===== config.mk =====
export PLATFORM = sky130hd
export DESIGN_NAME = syn_current_gen
export DESIGN_NICKNAME = d
export VERILOG_FILES = /design/src/rtl/syn_current_gen.sv
export SDC_FILE = /design/constraint.sdc
export NUM_CORES = 1
export LEC_CHECK = 0
export ABC_AREA = 1
export BUFFER_PORTS_ARGS = -buffer_cell sky130_fd_sc_hd__buf_2
export CAP_MARGIN = 0
export CORE_MARGIN = 1
export CORE_UTILIZATION = 50
export CTS_BUF_LIST = sky130_fd_sc_hd__clkbuf_16
export CTS_CLUSTER_SIZE = 40
export DETAILED_ROUTE_END_ITERATION = 12
export PLACE_DENSITY_LB_ADDON = 0.15
export SLEW_MARGIN = 20
export SYNTH_ARGS = -nofsm -noshare
export SYNTH_HDL_FRONTEND = slang
export SYNTH_SLANG_ARGS = --single-unit
export TNS_END_PERCENT = 100

===== constraint.sdc =====
create_clock -name clk -period 6.13 [get_ports clk]
set_clock_uncertainty 0.15 [all_clocks]
set_input_delay 0.3065 -clock clk [delete_from_list [all_inputs] [get_ports clk]]
set_output_delay 0.3065 -clock clk [all_outputs]
set_load 0.1 [all_outputs]

===== src/rtl/syn_current_gen.sv =====
// syn_current_gen: synapse front-end for a LIF neuron.
// Takes a spike frame, sums the active signed weights one input per cycle,
// then applies a leaky update to the synaptic current. The saturated result
// is held on ir, and out_valid pulses for one cycle on each update.
module syn_current_gen #(
  parameter int W_WID = 8,
  parameter int W_NUM = 4,
  parameter int TAU_S = 2,
  parameter int AW    = (W_NUM > 1) ? $clog2(W_NUM) : 1
) (
  input  logic                    clk,
  input  logic                    rst_n,
  input  logic                    w_we,
  input  logic [AW-1:0]           w_addr,
  input  logic [W_WID-1:0]        w_data,
  input  logic                    in_valid,
  output logic                    in_ready,
  input  logic [W_NUM-1:0]        in_spikes,
  output logic                    out_valid,
  output logic signed [7:0]       ir
);

  // Accumulator wide enough for W_NUM weights of either sign.
  localparam int ACW = W_WID + AW + 1;
  // Update sum width: room for i_syn, its decay term and acc without wrap.
  localparam int SW  = ((ACW > 8) ? ACW : 8) + 2;
  localparam logic [AW-1:0] K_LAST = AW'(W_NUM - 1);
  localparam logic signed [SW-1:0] SAT_MAX = SW'(127);
  localparam logic signed [SW-1:0] SAT_MIN = -SW'(128);

  typedef enum logic [1:0] {
    S_IDLE   = 2'd0,
    S_ACCUM  = 2'd1,
    S_UPDATE = 2'd2
  } state_t;

  state_t state_q, state_d;

  logic [W_NUM-1:0]        frame_q, frame_d;
  logic signed [ACW-1:0]   acc_q, acc_d;
  logic [AW-1:0]           k_q, k_d;
  logic signed [7:0]       isyn_q, isyn_d;
  logic signed [7:0]       ir_q, ir_d;
  logic                    out_valid_q, out_valid_d;

  // Weight table, one register per entry so every entry can be reset.
  logic signed [W_WID-1:0] w_mem [W_NUM];

  genvar gi;
  generate
    for (gi = 0; gi < W_NUM; gi++) begin : g_weight
      logic signed [W_WID-1:0] wr_q, wr_d;

      // Next value of this weight: replaced only by a write addressed to it.
      always_comb begin
        wr_d = wr_q;
        if (w_we && (w_addr == AW'(gi))) begin
          wr_d = w_data;
        end
      end

      // Weight register; a write lands at the edge, so a same-cycle read sees the old value.
      always_ff @(posedge clk or negedge rst_n) begin
        if (!rst_n) begin
          wr_q <= '0;
        end else begin
          wr_q <= wr_d;
        end
      end

      assign w_mem[gi] = wr_q;
    end
  endgenerate

  // Select the weight and frame bit for the input currently being accumulated.
  logic signed [W_WID-1:0] w_sel;
  logic                    bit_sel;

  always_comb begin
    w_sel   = '0;
    bit_sel = 1'b0;
    for (int i = 0; i < W_NUM; i++) begin
      if (k_q == AW'(i)) begin
        w_sel   = w_mem[i];
        bit_sel = frame_q[i];
      end
    end
  end

  // Leaky update arithmetic, all at SW bits, followed by saturation to 8 bits.
  logic signed [ACW-1:0] w_ext;
  logic signed [SW-1:0]  isyn_ext;
  logic signed [SW-1:0]  decay;
  logic signed [SW-1:0]  acc_ext;
  logic signed [SW-1:0]  sum_full;
  logic signed [7:0]     sat_val;

  always_comb begin
    w_ext    = {{(ACW - W_WID){w_sel[W_WID-1]}}, w_sel};
    isyn_ext = {{(SW - 8){isyn_q[7]}}, isyn_q};
    decay    = isyn_ext >>> TAU_S;
    acc_ext  = {{(SW - ACW){acc_q[ACW-1]}}, acc_q};
    sum_full = isyn_ext - decay + acc_ext;
    if (sum_full > SAT_MAX) begin
      sat_val = 8'sd127;
    end else if (sum_full < SAT_MIN) begin
      sat_val = -8'sd128;
    end else begin
      sat_val = sum_full[7:0];
    end
  end

  // State register.
  always_ff @(posedge clk or negedge rst_n) begin
    if (!rst_n) begin
      state_q <= S_IDLE;
    end else begin
      state_q <= state_d;
    end
  end

  // Next-state logic: accept, walk W_NUM inputs, one update cycle, back to idle.
  always_comb begin
    state_d = state_q;
    case (state_q)
      S_IDLE:   if (in_valid) state_d = S_ACCUM;
      S_ACCUM:  if (k_q == K_LAST) state_d = S_UPDATE;
      S_UPDATE: state_d = S_IDLE;
      default:  state_d = S_IDLE;
    endcase
  end

  // Output logic: only the idle state accepts a frame.
  always_comb begin
    in_ready = (state_q == S_IDLE);
  end

  // Datapath next values: frame capture, serial accumulation, saturated update.
  always_comb begin
    frame_d     = frame_q;
    acc_d       = acc_q;
    k_d         = k_q;
    isyn_d      = isyn_q;
    ir_d        = ir_q;
    out_valid_d = 1'b0;
    case (state_q)
      S_IDLE: begin
        if (in_valid) begin
          frame_d = in_spikes;
          acc_d   = '0;
          k_d     = '0;
        end
      end
      S_ACCUM: begin
        if (bit_sel) begin
          acc_d = acc_q + w_ext;
        end
        k_d = k_q + AW'(1);
      end
      S_UPDATE: begin
        isyn_d      = sat_val;
        ir_d        = sat_val;
        out_valid_d = 1'b1;
      end
      default: begin
        out_valid_d = 1'b0;
      end
    endcase
  end

  // Datapath registers; reset drops any frame in flight.
  always_ff @(posedge clk or negedge rst_n) begin
    if (!rst_n) begin
      frame_q     <= '0;
      acc_q       <= '0;
      k_q         <= '0;
      isyn_q      <= '0;
      ir_q        <= '0;
      out_valid_q <= 1'b0;
    end else begin
      frame_q     <= frame_d;
      acc_q       <= acc_d;
      k_q         <= k_d;
      isyn_q      <= isyn_d;
      ir_q        <= ir_d;
      out_valid_q <= out_valid_d;
    end
  end

  assign ir        = ir_q;
  assign out_valid = out_valid_q;

endmodule


==> metrics.md <==
| Metric | Value |
|---|---|
| Post-synthesis sequential area ratio | 37.3% |
| Cells after DPL | 640 |
| Slew margin rel. | 49.7% |
| Worst Hold Class | in2async |
| Worst-path cell chain | inv_1, ha_1, a22oi_1, nand2_1, o21ai_0, a21oi_1, ha_1, inv_1, fa_1, inv_1, nand2_1, nand2_1, a21oi_1, o21ai_0, a31oi_1, nand2_1, nand2_1, o21ai_1 |
| # hold bufs at CTS | 0 |
| Final max-slew violation count | 0 |
| Initial core utilization | 51.8% |
| Netlist cell types | 37 |
| Avg Vias per Cell | 5.12 |
| Register area | about 1500 sq um |
| Via Count | 3358 |
| Final WL | 8.63 mm |
| Met1 Use GR | around 30% |
| CP Data Required Time | 6.23 ns |
| Cell Area, Synth | 4030 sq um |
| Wire per inst | 13.2 um |
| DR DRC count | 0 |
| Final min period | 3.48 ns |
| Layout Cells excl Fill | 656 |
| Syn_nets | 570 |
| CP Buf/Inv Count | 3 |
| GPL Wtd Cong | 0.842 |
| Row cnt | 32 |
| Post_cts resized | 0 |
| Max-Cap Viols | 0 |
| Slowest cell on the critical path | ha_1 |
| Clk sinks | 60 |
| Crit path kind | reg2reg |
| Worst Setup End Kind | flop |
| Arrival time at the worst endpoint | between 3 and 4 ns |
| Setup bufs post-CTS | 0 |
| Post-DP HPWL | ~6.6 mm |
| Failing checks | hold timing |
| Crit Path Max Fanout | 10 |
| Die height | 91.7 um |
| Setup TNS Final | 0 ns |
| Most used cell, CP | nand2_1 |
| First-pass GRT wire length | 14.7 mm |
| Final clock period utilization by the worst path | 56.7% |
| NumNets Final | 601 |
| Syn Inst Count | 518 |
| Most frequent cells in the layout | 147 x nand2_1, 73 x inv_1, 60 x dfrtp_1, 46 x o21ai_0, 36 x nor2_1 |
| Status | finished, violations left |
| Largest net degree at the start of global routing | 61 |
| P&R area growth vs syn | 13.6% |
| Total gr overflow | 0 |
| Skew-Pair Late Insertion Delay | 0.33 ns |
| Global routing's busiest layer | met2 |
| Final hold vios | 15 |
| Worst hold slack | -0.0246 ns |
| Io pins | 28 |
| Global-route usage over all layers | 22.5% |
| Ant diodes | 0 |
| TritonRoute pass-1 iters | 4 |
| Vias in the first global route | between 3000 and 4000 |
| Root Driver | clkbuf_16 |
| FILL cells | 699 |
| Core area | 7770 sq um |
| Most common cell after layout, fill and taps aside | nand2_1 |
| Warnings from Yosys | 0 |
| Port bufs | 27 |
| CTS max path bufs | 2 |
| Synthesized area per cell | 7.77 sq um |
| Post-route setup slack | 2.65 ns |
| Clock-pin slew on the worst setup and hold paths | around 0.060 ns |
| Initial drt markers | 152 |
| CTS tree | yes |
| Slowest stage delay, CP | 0.49 ns |
| Setup-failing EPs final | 0 |
| CP top delay family | adder cells |
| Worst Tran Pin Value | 0.755 ns |
| Met2 Resource Use GR | a little over a third |
| Share of cells above drive strength 1 | approximately an eighth |
| Register bit total from synthesis | 60 |
| M3 GR Usage | between 3 and 4% |
| Die W | roughly 92 um |
| Multi-input logic area | around 2200 sq um |
| Antenna Nets Post-Route | 0 |
| Crit path launch type | flop |
| H-tree lvl count | 3 |
| CTS buffer count | 9 |
| Initial antenna violation count | 0 |
| Reg2reg setup slack | 2.65 ns |
| Die Area | approximately 8400 sq um |
| Unrepaired setup endpoints after global routing | false |
| Fmax | 287 MHz |
| Worst slack at placement | approximately 2.8 ns |
registers in the layout, indices dropped and copies added (netlist names):
name and cells:
state_q 2, ir 8, k_q 2, frame_q 4, acc_q 11, g_weight.wr_q 32, out_valid 1
synthesized netlist by cell type (all sizes together):
master | number | area [sq um]
o21bai | 1 | 7.51
xor2 | 5 | 43.8
a21oi | 28 | 178
fa | 8 | 160
o311ai | 1 | 26.3
a22oi | 10 | 75.1
nand2 | 154 | 606
dfrtp | 60 | 1500
xnor2 | 2 | 17.5
o31ai | 3 | 22.5
a31oi | 2 | 12.5
nor2 | 40 | 179
inv | 75 | 282
o211ai | 1 | 7.51
nand3 | 26 | 150
or2 | 2 | 12.5
a211oi | 1 | 7.51
nand4 | 5 | 31.3
nand3b | 1 | 7.51
a21o | 1 | 7.51
o21ai | 53 | 269
clkbuf | 6 | 22.5
and2 | 1 | 6.26
mux2 | 4 | 45.0
ha | 26 | 325
buf | 2 | 22.5
worst reg2reg max path: stages, from the launching register on:
cell and delay (ns):
dfrtp_1 0.40, inv_1 0.11, ha_1 0.49, a22oi_1 0.17
nand2_1 0.12, o21ai_0 0.10, a21oi_1 0.15, ha_1 0.24
inv_1 0.07, fa_1 0.39, inv_1 0.08, nand2_1 0.07
nand2_1 0.07, a21oi_1 0.08, o21ai_0 0.31, a31oi_1 0.15
nand2_1 0.09, nand2_1 0.05, o21ai_1 0.12
cells by family (layout without fill, tap and decap cells):
group	after synthesis	count (layout)	share of synthesized area, %
AOI/OAI and AO/OA	101	101	15.2
adders and majority gates	34	34	12.1
DFF	60	60	37.3
xor gates and xnor gates	7	7	1.52
buffers and inverters	83	119	8.11
and+or+nand+nor	229	229	24.7
muxes	4	4	1.12
through the flow:
stage / utilization (%) / hold WS [ns] / area (sq um)
global route: 58.9 / 0.0554 / 4570
CTS: 58.9 / 0.0136 / 4570
floorplan: - / -0.139 / 4030
detailed placement: 54.7 / 0.322 / 4250
finish: 58.9 / -0.0246 / 4570
global placement: 54.7 / 0.314 / 4250
final timing paths:
kind / from / to / cells after the start
max reg2reg: k_q[1] / acc_q[8] / 18
max: k_q[1] / acc_q[8] / 18
max in group asynchronous: rst_n / acc_q[2] / 2
min reg2reg: g_weight[0].wr_q[1] / g_weight[0].wr_q[1] / 2
min: rst_n / frame_q[1] / 2
min in group clk: in_spikes[3] / frame_q[3] / 2
layer usage:
layer | up-vias | wire, um
met5 | - | 0
met4 | 0 | 230
met3 | 17 | 294
met2 | 52 | 3890
met1 | 1545 | 4220
li1 | 1744 | -
cell type report:
cell class                      instances  share of cell area (%)
Inverter                               75                    6.15
Timing Repair Buffer                   28                    3.12
Multi-Input combinational cell        375                    48.0
Clock inverter                          7                    2.16
Tap cell                              102                    2.79
Clock buffer                            9                    4.92
Sequential cell                        60                    32.8
Power is not shown: default switching activity piles up to over one toggle a cycle in this logic, so the estimate is an artifact.
